### config.mk
export PLATFORM = sky130hd
export DESIGN_NAME = bt656_rx_flat
export DESIGN_NICKNAME = d
export VERILOG_FILES = /design/src/rtl/bt656_rx_if.sv /design/src/rtl/bt656_rx.sv /design/src/flat_wrapper.sv
export SDC_FILE = /design/constraint.sdc
export NUM_CORES = 1
export LEC_CHECK = 0
export ABC_AREA = 1
export CAP_MARGIN = 40
export CORE_UTILIZATION = 30
export DETAILED_ROUTE_END_ITERATION = 8
export DONT_BUFFER_PORTS = 1
export SYNTH_ARGS = -nofsm -noshare
export SYNTH_HDL_FRONTEND = slang
export SYNTH_SLANG_ARGS = --single-unit
### constraint.sdc
create_clock -name i_SysClock -period 2.5 [get_ports i_SysClock]
set_input_delay 0.25 -clock i_SysClock [delete_from_list [all_inputs] [get_ports i_SysClock]]
set_output_delay 0.25 -clock i_SysClock [all_outputs]
set_load 0.1 [all_outputs]
### src/rtl/bt656_rx_if.sv
// BT.656 receiver bus: byte/pixel-clock inputs plus the decoded video outputs.
// Parameterised on HACT_BYTES so the pixel counter width tracks the line length.
interface bt656_rx_if #(
    parameter int HACT_BYTES = 22
);
    localparam int PCW = $clog2(HACT_BYTES + 1) + 1;

    logic           i_PixelClock;
    logic [7:0]     i_Data;
    logic [7:0]     o_Data;
    logic           o_DataValid;
    logic           o_Fsignal;
    logic           o_Vsignal;
    logic           o_Hsignal;
    logic           o_SavPulse;
    logic           o_EavPulse;
    logic [PCW-1:0] o_PixelCount;
    logic [11:0]    o_LineCount;
    logic           o_Locked;
    logic           o_SyncError;

    modport master (
        output i_PixelClock, i_Data,
        input  o_Data, o_DataValid, o_Fsignal, o_Vsignal, o_Hsignal,
        input  o_SavPulse, o_EavPulse, o_PixelCount, o_LineCount,
        input  o_Locked, o_SyncError
    );

    modport slave (
        input  i_PixelClock, i_Data,
        output o_Data, o_DataValid, o_Fsignal, o_Vsignal, o_Hsignal,
        output o_SavPulse, o_EavPulse, o_PixelCount, o_LineCount,
        output o_Locked, o_SyncError
    );
endinterface

### src/rtl/bt656_rx.sv
// BT.656 byte-stream receiver: oversampled pixel-clock capture, TRS decode,
// active-video strobe, counters and lock. Macro BT656_RX_PARITY_CHECK_EN adds XY protection-bit checking.
module bt656_rx #(
    parameter int SYS_CLOCK     = 50000000,
    parameter int PIXEL_CLOCK   = 12500000,
    parameter int HACT_BYTES    = 22,
    parameter int TIMEOUT_BYTES = 64
) (
    input  logic       i_SysClock,
    input  logic       i_Reset,
    bt656_rx_if.slave  bus
);
    localparam int PCW = $clog2(HACT_BYTES + 1) + 1;
    localparam int TW  = $clog2(TIMEOUT_BYTES + 1);

    if (SYS_CLOCK / PIXEL_CLOCK < 4) begin : g_ratio_check
        $error("bt656_rx: SYS_CLOCK/PIXEL_CLOCK must be >= 4");
    end

    typedef enum logic [2:0] {
        S_SEARCH,
        S_FF,
        S_FF00,
        S_XY,
        S_ACTIVE
    } state_t;

    state_t         state;
    logic           pclk_meta;
    logic           pclk_sync;
    logic           pclk_prev;
    logic [7:0]     data_d1;
    logic [7:0]     data_d2;
    logic           cap_stb;
    logic           xy_ok;
    logic [7:0]     data_q;
    logic           valid_q;
    logic           f_q;
    logic           v_q;
    logic           h_q;
    logic           sav_q;
    logic           eav_q;
    logic [PCW-1:0] pix_cnt;
    logic [11:0]    line_cnt;
    logic           locked_q;
    logic           err_q;
    logic           in_line;
    logic [TW-1:0]  tmo_cnt;

    // Synchronise the pixel clock and delay the byte bus by the same two stages.
    always_ff @(posedge i_SysClock or posedge i_Reset) begin
        if (i_Reset) begin
            pclk_meta <= 1'b0;
            pclk_sync <= 1'b0;
            pclk_prev <= 1'b0;
            data_d1   <= 8'h00;
            data_d2   <= 8'h00;
        end else begin
            pclk_meta <= bus.i_PixelClock;
            pclk_sync <= pclk_meta;
            pclk_prev <= pclk_sync;
            data_d1   <= bus.i_Data;
            data_d2   <= data_d1;
        end
    end

    assign cap_stb = pclk_sync & ~pclk_prev;

`ifdef BT656_RX_PARITY_CHECK_EN
    assign xy_ok = data_d2[7]
                 & (data_d2[3] == (data_d2[5] ^ data_d2[4]))
                 & (data_d2[2] == (data_d2[6] ^ data_d2[4]))
                 & (data_d2[1] == (data_d2[6] ^ data_d2[5]))
                 & (data_d2[0] == (data_d2[6] ^ data_d2[5] ^ data_d2[4]));
`else
    assign xy_ok = data_d2[7];
`endif

    // TRS decoder FSM with registered outputs; advances once per captured byte.
    always_ff @(posedge i_SysClock or posedge i_Reset) begin
        if (i_Reset) begin
            state    <= S_SEARCH;
            data_q   <= 8'h00;
            valid_q  <= 1'b0;
            f_q      <= 1'b0;
            v_q      <= 1'b0;
            h_q      <= 1'b0;
            sav_q    <= 1'b0;
            eav_q    <= 1'b0;
            pix_cnt  <= '0;
            line_cnt <= 12'd0;
            locked_q <= 1'b0;
            err_q    <= 1'b0;
            in_line  <= 1'b0;
            tmo_cnt  <= '0;
        end else begin
            valid_q <= 1'b0;
            sav_q   <= 1'b0;
            eav_q   <= 1'b0;
            err_q   <= 1'b0;
            if (cap_stb) begin
                if (tmo_cnt != TW'(TIMEOUT_BYTES))
                    tmo_cnt <= tmo_cnt + 1'b1;
                if (tmo_cnt == TW'(TIMEOUT_BYTES - 1))
                    locked_q <= 1'b0;
                unique case (state)
                    S_SEARCH: begin
                        if (data_d2 == 8'hFF)
                            state <= S_FF;
                    end
                    S_FF: begin
                        if (data_d2 == 8'h00)
                            state <= S_FF00;
                        else if (data_d2 != 8'hFF)
                            state <= S_SEARCH;
                    end
                    S_FF00: begin
                        if (data_d2 == 8'h00) begin
                            state <= S_XY;
                        end else begin
                            state <= S_SEARCH;
                            err_q <= 1'b1;
                        end
                    end
                    S_XY: begin
                        state   <= S_SEARCH;
                        in_line <= 1'b0;
                        if (xy_ok) begin
                            tmo_cnt  <= '0;
                            locked_q <= 1'b1;
                            f_q      <= data_d2[6];
                            v_q      <= data_d2[5];
                            h_q      <= data_d2[4];
                            if ((f_q != data_d2[6]) || (v_q && !data_d2[5]))
                                line_cnt <= 12'd0;
                            else if (data_d2[4] && in_line)
                                line_cnt <= line_cnt + 12'd1;
                            if (!data_d2[4]) begin
                                sav_q   <= 1'b1;
                                pix_cnt <= '0;
                                if (!data_d2[5]) begin
                                    state   <= S_ACTIVE;
                                    in_line <= 1'b1;
                                end
                            end else begin
                                eav_q <= 1'b1;
                                if (in_line && pix_cnt != PCW'(HACT_BYTES))
                                    err_q <= 1'b1;
                            end
                        end else begin
                            err_q    <= 1'b1;
                            locked_q <= 1'b0;
                        end
                    end
                    S_ACTIVE: begin
                        if (data_d2 == 8'hFF) begin
                            state <= S_FF;
                        end else begin
                            data_q  <= data_d2;
                            valid_q <= 1'b1;
                            if (pix_cnt != '1)
                                pix_cnt <= pix_cnt + 1'b1;
                        end
                    end
                    default: state <= S_SEARCH;
                endcase
            end
        end
    end

    assign bus.o_Data       = data_q;
    assign bus.o_DataValid  = valid_q;
    assign bus.o_Fsignal    = f_q;
    assign bus.o_Vsignal    = v_q;
    assign bus.o_Hsignal    = h_q;
    assign bus.o_SavPulse   = sav_q;
    assign bus.o_EavPulse   = eav_q;
    assign bus.o_PixelCount = pix_cnt;
    assign bus.o_LineCount  = line_cnt;
    assign bus.o_Locked     = locked_q;
    assign bus.o_SyncError  = err_q;
endmodule
### src/flat_wrapper.sv
// flat-port wrapper written by rule: the top's interface ports become plain ports
module bt656_rx_flat 
#(
    parameter int SYS_CLOCK     = 50000000,
    parameter int PIXEL_CLOCK   = 12500000,
    parameter int HACT_BYTES    = 22,
    parameter int TIMEOUT_BYTES = 64
)
  (i_SysClock, i_Reset, bus_i_PixelClock, bus_i_Data, bus_o_Data, bus_o_DataValid, bus_o_Fsignal, bus_o_Vsignal, bus_o_Hsignal, bus_o_SavPulse, bus_o_EavPulse, bus_o_PixelCount, bus_o_LineCount, bus_o_Locked, bus_o_SyncError);
  bt656_rx_if #(.HACT_BYTES(HACT_BYTES)) bus_i ();
  input  logic i_SysClock;
  input  logic i_Reset;
  input wire logic [$bits(bus_i.i_PixelClock)-1:0] bus_i_PixelClock;
  input wire logic [$bits(bus_i.i_Data)-1:0] bus_i_Data;
  output wire logic [$bits(bus_i.o_Data)-1:0] bus_o_Data;
  output wire logic [$bits(bus_i.o_DataValid)-1:0] bus_o_DataValid;
  output wire logic [$bits(bus_i.o_Fsignal)-1:0] bus_o_Fsignal;
  output wire logic [$bits(bus_i.o_Vsignal)-1:0] bus_o_Vsignal;
  output wire logic [$bits(bus_i.o_Hsignal)-1:0] bus_o_Hsignal;
  output wire logic [$bits(bus_i.o_SavPulse)-1:0] bus_o_SavPulse;
  output wire logic [$bits(bus_i.o_EavPulse)-1:0] bus_o_EavPulse;
  output wire logic [$bits(bus_i.o_PixelCount)-1:0] bus_o_PixelCount;
  output wire logic [$bits(bus_i.o_LineCount)-1:0] bus_o_LineCount;
  output wire logic [$bits(bus_i.o_Locked)-1:0] bus_o_Locked;
  output wire logic [$bits(bus_i.o_SyncError)-1:0] bus_o_SyncError;
  assign bus_i.i_PixelClock = bus_i_PixelClock;
  assign bus_i.i_Data = bus_i_Data;
  assign bus_o_Data = bus_i.o_Data;
  assign bus_o_DataValid = bus_i.o_DataValid;
  assign bus_o_Fsignal = bus_i.o_Fsignal;
  assign bus_o_Vsignal = bus_i.o_Vsignal;
  assign bus_o_Hsignal = bus_i.o_Hsignal;
  assign bus_o_SavPulse = bus_i.o_SavPulse;
  assign bus_o_EavPulse = bus_i.o_EavPulse;
  assign bus_o_PixelCount = bus_i.o_PixelCount;
  assign bus_o_LineCount = bus_i.o_LineCount;
  assign bus_o_Locked = bus_i.o_Locked;
  assign bus_o_SyncError = bus_i.o_SyncError;
  bt656_rx #(.SYS_CLOCK(SYS_CLOCK), .PIXEL_CLOCK(PIXEL_CLOCK), .HACT_BYTES(HACT_BYTES), .TIMEOUT_BYTES(TIMEOUT_BYTES)) u_core (.i_SysClock(i_SysClock), .i_Reset(i_Reset), .bus(bus_i));
endmodule
==> results of run 1 <==
through the flow:
step                utilization  std cells  setup WS, ns
global route              0.385        531         0.708
floorplan                     -        344         0.427
detailed placement        0.353        505         0.905
finish                    0.385        531         0.872
CTS                       0.385        531         0.876
global placement          0.345        502         0.908
sequential cells by signal, indices dropped and copies added, names as in the netlist, 3 cells and up:
signal	flops
u_core.tmo_cnt	7
u_core.data_d1	8
u_core.bus.o_PixelCount	6
u_core.data_d2	8
u_core.state	3
u_core.bus.o_Data	8
u_core.bus.o_LineCount	12
cells in the mapped netlist:
master and number:
o21ai_0 14, nand2_2 4, o21ai_1 6, nand2_4 1
buf_6 2, xor2_1 6, inv_2 5, nand4_1 7
nor3_1 4, nand3_4 1, o21ai_2 12, a21oi_4 1
nor2_4 2, nand2_1 96, a21o_1 2, nor2_8 1
clkbuf_1 1, ha_1 5, inv_1 38, nor3b_1 1
nand3b_1 1, xnor2_1 1, dfrtp_1 64, nor2_1 28
nor2_2 1, a21oi_1 4, o21a_1 1, buf_2 1
nand3_1 31, o22ai_1 3
layout make-up:
cell class | instances | share of cell area
clock buffer | 9 | 0.0331
timing repair buffer | 42 | 0.107
clock inverter | 7 | 0.0214
sequential | 64 | 0.428
multi-input combinational | 233 | 0.323
tap | 133 | 0.0445
inverter | 43 | 0.0431
layout by cell type (no fill, tap or decap), drive strengths merged:
master       instances
a21o                 2
a21oi                5
buf                 32
bufinv               1
clkbuf               9
clkinv               3
clkinvlp             1
dfrtp               64
dlygate4sd3         10
ha                   5
inv                 45
nand2              101
nand3               32
nand3b               1
nand4                7
nor2                32
nor3                 4
nor3b                1
o21a                 1
o21ai               32
o22ai                3
xnor2                1
xor2                 6
power by group through the flow:
| stage | logic, uW | registers, uW | clock network (uW) |
|---|---|---|---|
| 6_report | 198 | 1150 | 911 |
| 5_1_grt | 230 | 1160 | 984 |
| 4_1_cts | 202 | 1150 | 942 |
| 3_5_place_dp | 190 | 1170 | 0 |
| 3_3_place_gp | 184 | 1170 | 0 |
| 2_1_floorplan | 151 | 1160 | 0 |
worst paths after layout:
path	end	slack, ns	depth (start not counted)
max	u_core.bus.o_PixelCount[2]	0.87	8
max reg2reg	u_core.bus.o_PixelCount[2]	0.87	8
min in group i_SysClock	u_core.data_d2[0]	0.35	0
max in group asynchronous	u_core.tmo_cnt[2]	1.47	3
min reg2reg	u_core.data_d2[0]	0.35	0
min	u_core.bus.o_LineCount[0]	0.35	2
routing by layer:
layer | GRT usage | vias to the layer above | part of all wire
met2 | 0.202 | 53 | 0.45
li1 | - | 1196 | -
met4 | 0.0714 | 0 | 0.019
met5 | 0 | - | 0
met1 | 0.177 | 1104 | 0.47
met3 | 0.0390 | 10 | 0.062
worst max-delay path, cell delays in order (launching register included):
cell and delay, ns:
dfrtp_1 0.44, nor2_1 0.22, nand2_2 0.15, inv_2 0.09, nand2_1 0.11, a21oi_4 0.24, nand2_2 0.13, nand2_1 0.08
nand2_1 0.05
cell families (layout without fill, tap and decap cells):
| family | count (synthesis) | count (layout) |
|---|---|---|
| and+or+nand+nor | 178 | 178 |
| adders and majority gates | 5 | 5 |
| buffers and inverters | 47 | 101 |
| xor gates and xnor gates | 7 | 7 |
| AOI/OAI and AO/OA | 43 | 43 |
| DFF | 64 | 64 |
repair_timing:
| item | in CTS | in global routing |
|---|---|---|
| hold buffers | 10 | 0 |
| gates resized for setup | 0 | 0 |
| setup buffers | 0 | 0 |
| hold endpoints to repair | 27 | 0 |
==> results.md, run 1 <==
- CP Max Fanout: 7
- Worst Setup End Kind: register
- # rows: 36
- Synthesized instance count: 344
- Remaining Overflow, GRT: 0
- Worst setup SP type: register
- Comb power frac: 0.088
- RePlAce Congestion: 0.825
- Clock Power Share: 0.403
- H-tree levels: 3
- Wire per inst: 11.9 um
- DP HPWL: 4660 um
- CTS Buf Count: 9
- Synth Area in Compound Gates: 0.0942
- Nets: 409
- F_max: 614 MHz
- Gr usage total: 0.135
- Leakage: 0.00178 uW
- Max Cap Viol: 0
- TNS Setup: 0 ns
- Seq cells post-synth: 64
- XOR/XNOR Fraction of Synth Area: 0.0204
- Register area share after synthesis: 0.533
- Sw power: 621 uW
- CTS Root Buffer Type: clkbuf_8
- Post-Synth Adder-Cell Area: 0.0208
- Worst vdd ir: 294 uV
- Clock tree buffer depth: 2
- WS Path Type: reg2reg
- Reg-to-reg startpoint: u_core.state[1]
- Unrepaired setup endpoints after global routing: false
- Critical Path AT: 1.86 ns
- Fillcell total: 1009
- Via density per instance: 4.45
- Top cells by area, synth: dfrtp_1, nand2_1, nand3_1
- Die width: 102 um
- Synth cell types: 30
- Flop pwr share: 0.510
- Largest family of logic cells by synthesized area: simple AND/OR/NAND/NOR gates
- Die area: 0.0104 mm^2
- Starting Density: 0.309
- First DRT Iteration DRCs: 86
- Mapped Area: 0.00300 mm^2
- Part of the cycle the worst path needs: 0.651
- Pwr Total: 2260 uW
- Post-Synth Simple-Gate Area: 0.267
- Sw Ratio: 0.275
- First-pass GRT wire length: 10600 um
- Worst setup path start: u_core.state[1]
- WL final: 6320 um
- Multi-input gate area: 0.00121 mm^2
- Final setup viols: 0
- DRC viols: 0
- Worst Clk Skew: 0.0102 ns
- Worst hold path class: in2async
- Slew @ Worst Pin: 0.882 ns
- Mean Syn Cell Area: 8.73 um^2
- Top-level I/O count: 45
- Status: completed
- FF+latch area: 0.00160 mm^2
- Pint: 1640 uW
- ANT cells: 0
- Worst EP required: 2.73 ns
- Worst-Skew Late Latency: 0.34 ns
- CTS sink count: 64
- Vias in the first global route: 2248
- Power Density: 604 mW/mm^2
- Slew headroom: 0.412
- Largest net degree at the start of global routing: 26
- Die H: 102 um
- Synthesized net count: 360
- Clock transition at the registers of the reported paths: 0.08 ns
- Largest area contributor in the netlist: dfrtp_1
- Area share of the largest cell type after synthesis: 0.533
- Core Area: 0.00973 mm^2
- Max-slew violations: 0
- Routed via count: 2363
- DR pass1 iterations: 6
- Area after DPL: 0.00344 mm^2
- Final hold slack: 0.351 ns
- Number of port buffers: 0
- Area grow syn2layout: 24.6%
- Initial antenna violation count: 0
- Final instance area: 0.00374 mm^2
- Crit path time final: 1.63 ns
- Routed Antenna Nets: 0
- Final hold vios: 0
- Post-synthesis mux area share: 0
- Clock tree from TritonCTS: yes
- Synth Warn #: 0
- Layout cell share with drive strength beyond 1: 0.193
Note: power is estimated with default switching activity, not from simulation.
==> run 2, diff against run 1 <==
--- a/config.mk
+++ b/config.mk
@@ -5,7 +5,7 @@
 export SDC_FILE = /design/constraint.sdc
 export NUM_CORES = 1
 export LEC_CHECK = 0
-export ABC_AREA = 1
+export ABC_AREA = 0
 export CAP_MARGIN = 40
 export CORE_UTILIZATION = 30
 export DETAILED_ROUTE_END_ITERATION = 8
==> constraint.sdc (replaced) <==
create_clock -name i_SysClock -period 1.5 [get_ports i_SysClock]
set_input_delay 0.15 -clock i_SysClock [delete_from_list [all_inputs] [get_ports i_SysClock]]
set_output_delay 0.15 -clock i_SysClock [all_outputs]
set_load 0.1 [all_outputs]
==> run 2 against run 1 <==
The run now ends with negative setup slack left. Routed wire length rose by 17%. Critical endpoint is now u_core.bus.o_PixelCount[5]. Worst hold slack worse by 0.036 ns. Clock skew about the same. Final cell count fell by 6.8%. Sequential cell count did not move. Count of clock-buffer cells in the layout grew 2. Global-route usage increased by 1.9 points. Non-clock buffer count rose by 74. Critical path depth is 3 lower.
==> results.md, run 2 <==
- CTS sink count: 64 (unchanged)
- Fillcell total: 820 (-19%)
- Number of port buffers: 0 (unchanged)
- Sw Ratio: 0.257 (-0.0173)
- Main synth FF type: dfrtp_1
- Layout cell share with drive strength beyond 1: 0.539 (+0.346)
- Area after DPL: 0.00370 mm^2 (+7.6%)
- First DRT Iteration DRCs: 115 (+34%)
- Gr usage total: 0.154 (+0.0189)
- Synth Warn #: 0 (unchanged)
- Worst setup SP type: register
- Routed Antenna Nets: 0 (unchanged)
- Synthesized instance count: 257 (-25%)
- Top cells by area, synth: dfrtp_1, o21ai_0, nand2_1
- Dominant cell by count in the synthesized netlist: dfrtp_1
- H-tree levels: 3 (unchanged)
- Slew @ Worst Pin: 0.491 ns (-0.392 ns)
- Synthesized net count: 273 (-24%)
- Pint: 2780 uW (+70%)
- Clock tree from TritonCTS: yes
- Area share of the largest cell type after synthesis: 0.565 (+0.0315)
- Top-level I/O count: 45 (unchanged)
- Status: finished with violations
- First-pass GRT wire length: 11800 um (+11%)
- Worst setup path start: u_core.bus.o_PixelCount[1]
- Die H: 99.2 um (-2.8%)
- Most frequent cells in the layout: buf_4, dfrtp_1, nand2_1
- Worst EP required: 1.73 ns (-1.00 ns)
- Clock tree buffer depth: 2 (unchanged)
- Final setup viols: 16 (+16)
- Worst vdd ir: 582 uV (+98%)
- Die area: 0.00984 mm^2 (-5.5%)
- Worst Setup End Kind: register
- Clock Power Share: 0.388 (-0.015)
- Worst Clk Skew: 0.0105 ns (+0.000255 ns)
- Comb power frac: 0.110 (+0.022)
- CTS Root Buffer Type: clkbuf_8
- DP HPWL: 4900 um (+5.0%)
- # rows: 35 (-2.8%)
- Final instance area: 0.00447 mm^2 (+19%)
- Wire per inst: 15.0 um (+26%)
- Seq cells post-synth: 64 (unchanged)
- Remaining Overflow, GRT: 0 (unchanged)
- Final hold slack: 0.314 ns (-0.0363 ns)
- Reg2reg setup slack: -0.16 ns (-1.03 ns)
- Sw power: 964 uW (+55%)
- Max Cap Viol: 0 (unchanged)
- ANT cells: 0 (unchanged)
- Synth top cells by count: dfrtp_1, nand2_1, o21ai_0
- Starting Density: 0.308 (-0.000343)
- Worst R2R Path Depth: 5 (-3)
- Worst hold path class: in2async
- Routed via count: 2527 (+6.9%)
- Failing checks: negative setup slack
- Commonest non-fill, non-tap cell in the layout: buf_4
- CTS Buf Count: 9 (unchanged)
- RePlAce Congestion: 0.824 (about the same)
- Synth cell types: 52 (+73%)
- Largest area contributor in the netlist: dfrtp_1
- Flop pwr share: 0.502 (-0.008)
- Power Density: 838 mW/mm^2 (+39%)
- Worst setup margin: -0.161 ns (-1.03 ns)
- Ys async rst share: 1.00 (unchanged)
- Reg-to-reg startpoint: u_core.bus.o_PixelCount[1]
- Mapped Area: 0.00284 mm^2 (-5.6%)
- Largest net degree at the start of global routing: 30 (+15%)
- Max-slew violations: 0 (unchanged)
- DR pass1 iterations: 6 (unchanged)
- Via density per instance: 5.11 (+15%)
- Crit path time final: 1.66 ns (+0.0329 ns)
- DRC viols: 0 (unchanged)
- Leakage: 0.00197 uW (+10%)
- Nets: 395 (-3.4%)
- Post-synth EDFFs: 0 (unchanged)
- Initial antenna violation count: 0 (unchanged)
- Vias in the first global route: 2494 (+11%)
- CP Max Fanout: 3 (-4)
- Core Area: 0.00920 mm^2 (-5.5%)
- Unrepaired setup endpoints after global routing: true
- Register area share after synthesis: 0.565 (+0.0315)
- F_max: 602 MHz (-2.0%)
- Worst r2r dst: u_core.bus.o_PixelCount[5]
- WS Path Type: reg2reg
- Die width: 99.2 um (-2.8%)
- Pre-CTS WS: -0.183 ns (-1.09 ns)
- Slew headroom: 0.672 (+0.260)
- Part of the cycle the worst path needs: 1.11 (+0.456)
- Clock transition at the registers of the reported paths: 0.08 ns (about the same)
- Largest register FFs: 12 (unchanged)
- Final hold vios: 0 (unchanged)
- WL final: 7400 um (+17%)
- Worst-Skew Late Latency: 0.34 ns (about the same)
- Mean Syn Cell Area: 11.0 um^2 (+26%)
- Critical Path AT: 1.89 ns (+0.03 ns)
- Area grow syn2layout: 57.7%
[run 2: cell types whose count changed in the layout (fill, tap and decap cells not counted), sizes merged, moves of 5 or more]
cell and delta:
a21oi +5, and3 +5, buf +74, inv -37
mux2 +8, nand2 -72, nand3 -20, nor2 -21
o21ai -11, o31ai +8, or4 +7, xor2 -5
[run 2: layer usage]
metal | track usage | up-vias | part of all wire
li1 | - | 1213 | -
met4 | 0.0486 | 0 | 0.011
met2 | 0.265 | 52 | 0.51
met5 | 0 | - | 0
met1 | 0.185 | 1252 | 0.43
met3 | 0.0450 | 10 | 0.042
[run 2: worst max-delay path, stage by stage (launching register included)]
cell     delay (ns)
dfrtp_2        0.43
ha_4           0.17
nand2_2        0.06
or4b_4         0.46
o211a_1        0.21
a211o_1        0.22
[run 2: cell families after synthesis]
| kind of cell | count (synthesis) | synth area share |
|---|---|---|
| compound gates | 66 | 0.158 |
| xor+xnor | 1 | 0.00574 |
| fa+ha+maj | 5 | 0.0221 |
| buf+inv | 16 | 0.0274 |
| flops | 64 | 0.565 |
| mux | 9 | 0.0353 |
| simple gates | 96 | 0.186 |
[run 2: what timing repair did]
action | in CTS | in global routing
resized for setup | 24 | 58
buffers inserted | 15 | 7
pin swaps | 13 | 18
endpoints found under the setup margin | 29 | 36
hold endpoints to repair | 28 | 0
hold buffers | 10 | 0
cloned | 2 | 0
[run 2: final cells by class]
cell class,count,area (um^2),share of cell area
Clock buffer,11,131,0.0294
Timing Repair Buffer,116,966,0.216
Clock inverter,5,58.8,0.0132
Tap cell,111,139,0.0311
Inverter,9,37.5,0.00839
Sequential cell,64,1630,0.364
Multi-Input combinational cell,179,1510,0.338
[run 2: metrics by stage]
step	utilization	power (uW)	std cells	setup TNS, ns
6_report	0.486	3750	495	-0.611
5_1_grt	0.486	3890	495	-2.16
4_1_cts	0.459	3710	490	-0.533
3_5_place_dp	0.402	2180	448	-2.35
3_3_place_gp	0.402	2150	448	-1.92
2_1_floorplan	-	2040	257	-2.54
[run 2: worst max path at each step]
stage                                            end  slack, ns
after floorplan           u_core.bus.o_PixelCount[5]      -0.45
after global routing      u_core.bus.o_PixelCount[5]      -0.21
after CTS                 u_core.bus.o_PixelCount[5]      -0.17
after global placement    u_core.bus.o_PixelCount[5]      -0.15
after detailed placement  u_core.bus.o_PixelCount[5]      -0.18
final                     u_core.bus.o_PixelCount[5]      -0.16
[run 2: power groups by stage]
stage	registers [uW]	logic [uW]	clock network (uW)
CTS	1870	345	1490
global placement	1900	256	0
detailed placement	1900	272	0
global route	1890	454	1540
finish	1880	411	1460
floorplan	1890	152	0
